$ cat config.mk
export PLATFORM = sky130hd
export DESIGN_NAME = dual_slope_counter
export DESIGN_NICKNAME = d
export VERILOG_FILES = /design/src/rtl/dual_slope_pkg.sv /design/src/rtl/dual_slope_counter_sync_ff.sv /design/src/rtl/dual_slope_counter.sv
export SDC_FILE = /design/constraint.sdc
export NUM_CORES = 1
export LEC_CHECK = 0
export CORE_MARGIN = 3
export CORE_UTILIZATION = 40
export DETAILED_ROUTE_END_ITERATION = 7
export PLACE_DENSITY_LB_ADDON = 0.05
export SETUP_SLACK_MARGIN = 0.1
export SLEW_MARGIN = 20
export SYNTH_ARGS = -nofsm -noshare
export SYNTH_HDL_FRONTEND = slang
export SYNTH_HIERARCHICAL = 1
export SYNTH_SLANG_ARGS = --single-unit
$ cat constraint.sdc
create_clock -name clk -period 2.6 [get_ports clk]
set_input_delay 0.26 -clock clk [delete_from_list [all_inputs] [get_ports clk]]
set_output_delay 0.26 -clock clk [all_outputs]
set_load 0.01 [all_outputs]
$ cat src/rtl/dual_slope_pkg.sv
// Shared constants and state encoding for the dual-slope ADC counter and its control machine.
package dual_slope_pkg;

    localparam int DS_COUNT_WIDTH = 12;
    localparam int DS_INT_CYCLES  = 1000;
    localparam int DS_SYNC_STAGES = 2;

    localparam logic [1:0] ST_IDLE     = 2'd0;
    localparam logic [1:0] ST_RUN_UP   = 2'd1;
    localparam logic [1:0] ST_RUN_DOWN = 2'd2;
    localparam logic [1:0] ST_HOLD     = 2'd3;

    typedef enum logic [1:0] {
        IDLE     = ST_IDLE,
        RUN_UP   = ST_RUN_UP,
        RUN_DOWN = ST_RUN_DOWN,
        HOLD     = ST_HOLD
    } ds_state_e;

endpackage

$ cat src/rtl/dual_slope_counter_sync_ff.sv
// STAGES-deep flop synchronizer for a single asynchronous input (e.g. a comparator output).
module sync_ff #(
    parameter int STAGES = 2
) (
    input  logic clk,
    input  logic rst,
    input  logic d,
    output logic q
);

    logic [STAGES-1:0] sync_q;
    logic [STAGES-1:0] sync_d;

    // Shift the raw input one stage deeper each cycle.
    always_comb begin
        sync_d = {sync_q[STAGES-2:0], d};
    end

    // Synchronizer stage register.
    always_ff @(posedge clk or posedge rst) begin
        if (rst) begin
            sync_q <= {STAGES{1'b0}};
        end else begin
            sync_q <= sync_d;
        end
    end

    assign q = sync_q[STAGES-1];

endmodule

$ cat src/rtl/dual_slope_counter.sv
// Dual-slope ADC counting datapath: fixed run-up window, run-down until discharge, result latch.
// Optional DUAL_SLOPE_PROTOCOL_CHECK_EN adds a sticky protocol_error output.
module dual_slope_counter
    import dual_slope_pkg::*;
#(
    parameter int COUNT_WIDTH = DS_COUNT_WIDTH,
    parameter int INT_CYCLES  = DS_INT_CYCLES,
    parameter int SYNC_STAGES = DS_SYNC_STAGES
) (
    input  logic                   clk,
    input  logic                   reset,
    input  logic                   clear_count,
    input  logic                   enable_counting,
    input  logic                   ch_Vmeasured,
    input  logic                   ch_Vref,
    input  logic                   cap_discharged,
    output logic                   finished_counting,
    output logic [COUNT_WIDTH-1:0] count,
    output logic [COUNT_WIDTH-1:0] result,
    output logic                   result_valid,
    output logic                   overflow
`ifdef DUAL_SLOPE_PROTOCOL_CHECK_EN
    ,
    output logic                   protocol_error
`endif
);

    localparam logic [COUNT_WIDTH-1:0] MAX_COUNT = {COUNT_WIDTH{1'b1}};
    localparam logic [COUNT_WIDTH-1:0] ZERO      = {COUNT_WIDTH{1'b0}};
    localparam logic [COUNT_WIDTH-1:0] ONE       = COUNT_WIDTH'(1);
    localparam logic [COUNT_WIDTH-1:0] UP_LAST   = COUNT_WIDTH'(INT_CYCLES - 1);

    ds_state_e              state_q, state_d;
    logic [COUNT_WIDTH-1:0] count_q, count_d;
    logic [COUNT_WIDTH-1:0] result_q, result_d;
    logic                   valid_q, valid_d;
    logic                   ovf_q, ovf_d;
    logic                   fin_q, fin_d;
    logic                   cap_sync_s;
    logic                   up_s;
    logic                   dn_s;

    sync_ff #(
        .STAGES (SYNC_STAGES)
    ) u_cap_sync (
        .clk (clk),
        .rst (reset),
        .d   (cap_discharged),
        .q   (cap_sync_s)
    );

    // Qualifying cycles; both selects high qualifies neither phase.
    always_comb begin
        up_s = enable_counting & ch_Vmeasured & ~ch_Vref;
        dn_s = enable_counting & ch_Vref & ~ch_Vmeasured;
    end

    // Next-state and datapath update; clear_count overrides all phase logic.
    always_comb begin
        state_d  = state_q;
        count_d  = count_q;
        result_d = result_q;
        valid_d  = valid_q;
        ovf_d    = ovf_q;
        fin_d    = 1'b0;
        if (clear_count) begin
            state_d = IDLE;
            count_d = ZERO;
            valid_d = 1'b0;
            ovf_d   = 1'b0;
        end else begin
            case (state_q)
                IDLE: begin
                    if (up_s) begin
                        if (INT_CYCLES == 1) begin
                            count_d = ZERO;
                            fin_d   = 1'b1;
                            state_d = RUN_DOWN;
                        end else begin
                            count_d = ONE;
                            state_d = RUN_UP;
                        end
                    end else begin
                        state_d = IDLE;
                    end
                end
                RUN_UP: begin
                    if (up_s) begin
                        if (count_q == UP_LAST) begin
                            count_d = ZERO;
                            fin_d   = 1'b1;
                            state_d = RUN_DOWN;
                        end else begin
                            count_d = count_q + ONE;
                        end
                    end else begin
                        count_d = count_q;
                    end
                end
                RUN_DOWN: begin
                    // The latched count deliberately includes the synchronizer delay.
                    if (dn_s) begin
                        if (cap_sync_s) begin
                            result_d = count_q;
                            valid_d  = 1'b1;
                            fin_d    = 1'b1;
                            state_d  = HOLD;
                        end else if (count_q == MAX_COUNT) begin
                            result_d = MAX_COUNT;
                            ovf_d    = 1'b1;
                            valid_d  = 1'b1;
                            fin_d    = 1'b1;
                            state_d  = HOLD;
                        end else begin
                            count_d = count_q + ONE;
                        end
                    end else begin
                        count_d = count_q;
                    end
                end
                HOLD: begin
                    state_d = HOLD;
                end
                default: begin
                    state_d = IDLE;
                    count_d = ZERO;
                end
            endcase
        end
    end

    // Main state and datapath registers.
    always_ff @(posedge clk or posedge reset) begin
        if (reset) begin
            state_q  <= IDLE;
            count_q  <= ZERO;
            result_q <= ZERO;
            valid_q  <= 1'b0;
            ovf_q    <= 1'b0;
            fin_q    <= 1'b0;
        end else begin
            state_q  <= state_d;
            count_q  <= count_d;
            result_q <= result_d;
            valid_q  <= valid_d;
            ovf_q    <= ovf_d;
            fin_q    <= fin_d;
        end
    end

    assign finished_counting = fin_q;
    assign count             = count_q;
    assign result            = result_q;
    assign result_valid      = valid_q;
    assign overflow          = ovf_q;

`ifdef DUAL_SLOPE_PROTOCOL_CHECK_EN
    logic perr_q, perr_d;

    // Sticky flag for conflicting selects or a premature run-down request.
    always_comb begin
        perr_d = perr_q;
        if (clear_count) begin
            perr_d = 1'b0;
        end else if ((ch_Vmeasured & ch_Vref) ||
                     (ch_Vref & enable_counting &
                      ((state_q == IDLE) || (state_q == RUN_UP)))) begin
            perr_d = 1'b1;
        end else begin
            perr_d = perr_q;
        end
    end

    // Protocol error register.
    always_ff @(posedge clk or posedge reset) begin
        if (reset) begin
            perr_q <= 1'b0;
        end else begin
            perr_q <= perr_d;
        end
    end

    assign protocol_error = perr_q;
`endif

endmodule

-- Yosys cells after proc, flatten, opt, wreduce, memory -nomap -nowiden
Cells that the tools add are included.
- mux-type cells: 34
- $add $sub $neg: 1
- bitwise operators: 7
- equal/unequal tests: 13
- reduce and logical (&&, ||, !) cells: 12
- operators by type and width (kind ; count):
    2-to-1 mux 12 bit ; 9
    case mux 12 bit (3 select lines) ; 1
    inequality test 3 bit (second input constant) ; 6
    2-to-1 mux 1 bit ; 16
    adder 12 x 1 -> 12 bit (second input constant) ; 1
    equality test 12 x 10 -> 1 bit (second input constant) ; 1
    equality test 12 bit (second input constant) ; 1
    2-to-1 mux 2 bit ; 6
    AND reduction 4 bit ; 3
    case mux 2 bit (4 select lines) ; 1
    nonzero test 2 bit ; 4
    AND reduction 6 bit ; 1
    AND 1 bit ; 4
    equality test 2 bit (second input constant) ; 2
    inequality test 4 x 3 -> 1 bit (second input constant) ; 1
    nonzero test 4 bit ; 1
    NOT 1 bit ; 3
    AND reduction 3 bit ; 1
    nonzero test 3 bit ; 1
    equality test 2 x 1 -> 1 bit (second input constant) ; 1
    zero test 2 bit ; 1
    inequality test 2 bit (second input constant) ; 1
    case mux 1 bit (2 select lines) ; 1
- output and inout port bits: 27
- input bits: 7
- register bits after elaboration: 31
- logic and storage cells: 74

-- Depth between registers and ports, before layout
- word-level depth: 6
- mapped depth: 9
- depth with buffers taken out: 7

-- Cells and area by module
The synthesis kept the hierarchy.
- by module, submodules not included (module ; area an instance (um^2) ; instances ; cells each ; seq. area each (um^2)):
    dual_slope_counter ; 1547.7 ; 1 ; 151 ; 725.7
    sync_ff ; 53.8 ; 1 ; 3 ; 50.0

-- Least setup slack after synthesis
No wires, ideal clock.
- path kind: reg2reg
- from: register state_q[0]
- to: register count_q[8] (netlist: count[8])
- path buffers: 2
- cell stages (with the launch flop): 10
- period minus slack after synthesis: 2.143 ns
- arrival time: 2.016 ns
- required time: 2.474 ns
- setup slack: 0.457 ns
- library setup time: 0.126 ns
- path through: dfrtp_1 -> inv_1 -> ha_1 -> clkbuf_1 -> nor3_1 -> a221oi_1 -> o21ai_1 -> or2_1 -> buf_2 -> a221o_1
- cells in the longest elaborated chain, start to end: 3
- elaborated cells on any way between the ends: 12
- those cells by class: eq/ne: 7; mux: 2; reduce/logical: 3
- RTL lines (what ; RTL line ; RTL):
    start, declared ; dual_slope_counter.sv:33 ; ds_state_e state_q, state_d;
    start signal, assigned ; dual_slope_counter.sv:142 ; state_q <= state_d;
    equality test 2 bit, or another cell as far along ; dual_slope_counter.sv:72 ; case (state_q)
    inequality test 3 bit (no source line), or another cell as far along ; - ;
    AND reduction 6 bit (no source line) or 2-to-1 mux 12 bit (tied branches) ; - ;
    end signal, assigned ; dual_slope_counter.sv:143 ; count_q <= count_d;
    end, declared ; dual_slope_counter.sv:34 ; logic [COUNT_WIDTH-1:0] count_q, count_d;
Several ways; a longest one is shown, not always the timed one.
A chain may end at the register's enable or synchronous reset.

-- Worst setup path in the final report
- from: register state_q[1]
- to: register count_q[4] (netlist: count[4])
The elaborated chain is that of the path after synthesis.

==> run_results.csv <==
group,metric,value,unit
run_status,outcome,"completed",
critical_path,required,2.77,ns
logic_synthesis,synth_area_leader_cell,"dfrtp_1",
critical_path,slowest_stage,"dfrtp_1",
critical_path,critical_path.top_delay_family,"compound AO/OA/AOI/OAI gates",
sta,maxSlewViolCount,0,
sta,max_freq,0.442,GHz
logic_synthesis,synth_cells,154,
power,leakage,0.959,nW
sta,rsz0062_at_grt,"false",
logic_synthesis,ys_top_cells_by_area,"dfrtp_1 (48%), o22a_1 (6.6%), nor2_1 (4.0%)",
power,vdd_drop_max,526,uV
cells_and_area,diodes,0,
logic_synthesis,mappedNetlistArea,1600,sq um
clock_tree,cts.htree.levels,2,
clock_tree,cts.clk_slew.worst_paths,0.07,ns
run,drv_cap,0,
die,fp.dieW,69.3,um
logic_synthesis,synth_seq_cells,31,
power,p_switching,493,uW
critical_path,regToRegSetupSlack,0.34,ns
logic_synthesis,synth_edf_count,0,
route,drt_iter0_markers,115,
sta,fin_setup_tns,0,ns
logic_synthesis,yosysWarnings,6,
sta,min_period,2.26,ns
power,p_per_area,772,nW/um^2
cells_and_area,syn_to_final_growth,32.3,%
place,numPortBuffers,33,
route,via_count,1373,
critical_path,endpoint_kind,"register",
clock_tree,cts.sinks,31,
clock_tree,cts_tree,"built",
global_route,grt-ovfl-total,0,
critical_path,cp.arrival,2.43,ns
route,wl_per_cell,15.7,um
sta,hold_viol,0,
sta,setup_viol,0,
clock_tree,cts-root-buf,"clkbuf_8",
critical_path,cp-start-kind,"register",
power,p_int,1.14,mW
route,ant_nets,0,
logic_synthesis,synth_flop_cell,"dfrtp_1",
route,viasPerCell,5.65,
clock_tree,cts_buffers,5,
die,die_area,4800,sq um
cells_and_area,final_core_util,56.2,%
power,p_sw_share,30.1,%
critical_path,r2r_start,"state_q[1]",
clock_tree,worstSkewPairLatency,0.28,ns
worst_hold_path,hold_path.class,"in -> async",
die,rows,22,
sta,worst_pin_slew,0.603,ns
global_route,grt_first_pass_wirelength,6.48,mm
power,share_comb_of_total_power,34.1,%
global_route,grt_usage,17.0,%
place,dp_hpwl,2.72,mm
critical_path,crit_path_max_fanout,8,
clock_tree,clockBufferDepth,2,
logic_synthesis,syn_nets,166,
die,core,3770,sq um
critical_path,worst-path-buf-inv,1,
critical_path,reg2reg_depth,7,
route,routed_wl,3.82,mm
logic_synthesis,synth_seq_area_share,48.4,%
clock_tree,cts_setup_buffers,0,
critical_path,timing.rr.end,"count[4]",
power,p_seq_share,39.8,%
power,p_total,1.64,mW
route,drc,0,
die,io_pins,34,
cells_and_area,instances_no_fill,243,
logic_synthesis,synth_cell_types,40,
route,firstDrtPassIters,4,
global_route,grt_pass1_vias,1278,
global_route,grt_start_max_net_pins,30,
logic_synthesis,synth_top_area_share,48.4,%
sta,fin_skew,0.00745,ns
critical_path,max_stage_delay,0.41,ns
cells_and_area,final_nets,206,
sta,finalCritPeriodShare,87.0,%
place,gp_congestion,0.899,
die,die_h,69.3,um
power,pwr-share-clk,26.1,%
logic_synthesis,synth.avg_cell_area,10.4,sq um
sta,relSlewSlack,59.6,%
critical_path,crit_type,"reg -> reg",
global_route,antenna_found_initial,0,
critical_path,path_cells,"inv_1 -> ha_1 -> nor3_1 -> a221oi_1 -> o21ai_1 -> or2_1 -> a221o_1",
die,initial_core_util,42.5,%
place,placed_cells,235,
logic_synthesis,async_flop_share,100,%
cells_and_area,drive_gt1_share,10.8,%
layout by cell type, fill, tap and decap left out, drive strengths merged, types with 5 or more instances in the layout:
master / n
and3: 7
a21oi: 5
ha: 5
nor2: 17
clkbuf: 8
clkdlybuf4s50: 33
inv: 9
nand2: 8
buf: 8
nand3: 6
dfrtp: 31
a221o: 6
o21ai: 5
o22a: 12
timing repair:
action	in CTS	in global routing
gates resized for setup	0	2
setup endpoints to repair	0	10
hold buffers	0	0
logic make-up (layout without fill, tap and decap cells):
logic type | after synthesis | in the layout | synth area share, %
fa+ha+maj | 5 | 5 | 3.91
buf+inv | 17 | 58 | 4.77
compound gates | 42 | 42 | 21.9
mux | 2 | 2 | 1.33
simple gates | 57 | 57 | 19.7
flops | 31 | 31 | 48.4
worst reg2reg max path, cell delays in order (launching register included):
cell and delay (ns):
dfrtp_1 0.41, inv_1 0.09, ha_1 0.29, nor3_1 0.07, a221oi_1 0.23, o21ai_1 0.25, or2_1 0.41, a221o_1 0.39
state kept, by name, indices dropped and copies added (netlist names):
| signal | count |
|---|---|
| count | 12 |
| finished_counting | 1 |
| overflow | 1 |
| result | 12 |
| result_valid | 1 |
| state_q | 2 |
| u_cap_sync/sync_q | 2 |
metal layers:
metal | track usage (%) | wire, um
met2 | 22.8 | 1600
met3 | 5.94 | 270
met1 | 25.2 | 1900
met4 | 5.64 | 56
met5 | 0 | 0
per-stage QoR:
step           area, sq um  hold slack [ns]  worst slack [ns]
6_report              2120            0.146             0.339
3_5_place_dp          2010            0.349             0.281
4_1_cts               2110            0.142             0.302
3_3_place_gp          2010            0.337             0.337
5_1_grt               2120            0.165             0.159
2_1_floorplan         1600          0.00118             0.457
power by group through the flow:
stage / registers (mW) / clock network, mW / logic, mW
5_1_grt: 0.667 / 0.455 / 0.612
6_report: 0.651 / 0.427 / 0.557
2_1_floorplan: 0.708 / 0 / 0.231
3_3_place_gp: 0.655 / 0 / 0.548
3_5_place_dp: 0.658 / 0 / 0.554
4_1_cts: 0.653 / 0.436 / 0.559
synth_stat cells (all sizes together), types with 5 or more instances:
cell,number
a221o,6
ha,5
dfrtp,31
a21oi,5
and3,7
inv,9
o21ai,5
nor2,17
nand2,8
buf,5
nand3,6
o22a,12
worst max-delay path by stage:
stage / start / to / cells after the start
final: state_q[1] / count[4] / 7
after global routing: count[1] / count[4] / 7
after CTS: count[1] / count[4] / 6
after detailed placement: ch_Vref / count[4] / 6
after global placement: ch_Vref / count[8] / 6
after floorplan: state_q[0] / count[8] / 9
final cells by class:
class	count	area, sq um
well taps	48	60.1
multi-input cells	106	758
flip-flops and latches	31	776
clock buffers	8	100
inverters	9	33.8
fillers	342	1650
repair buffers	41	390
(Power assumes the default switching activity.)
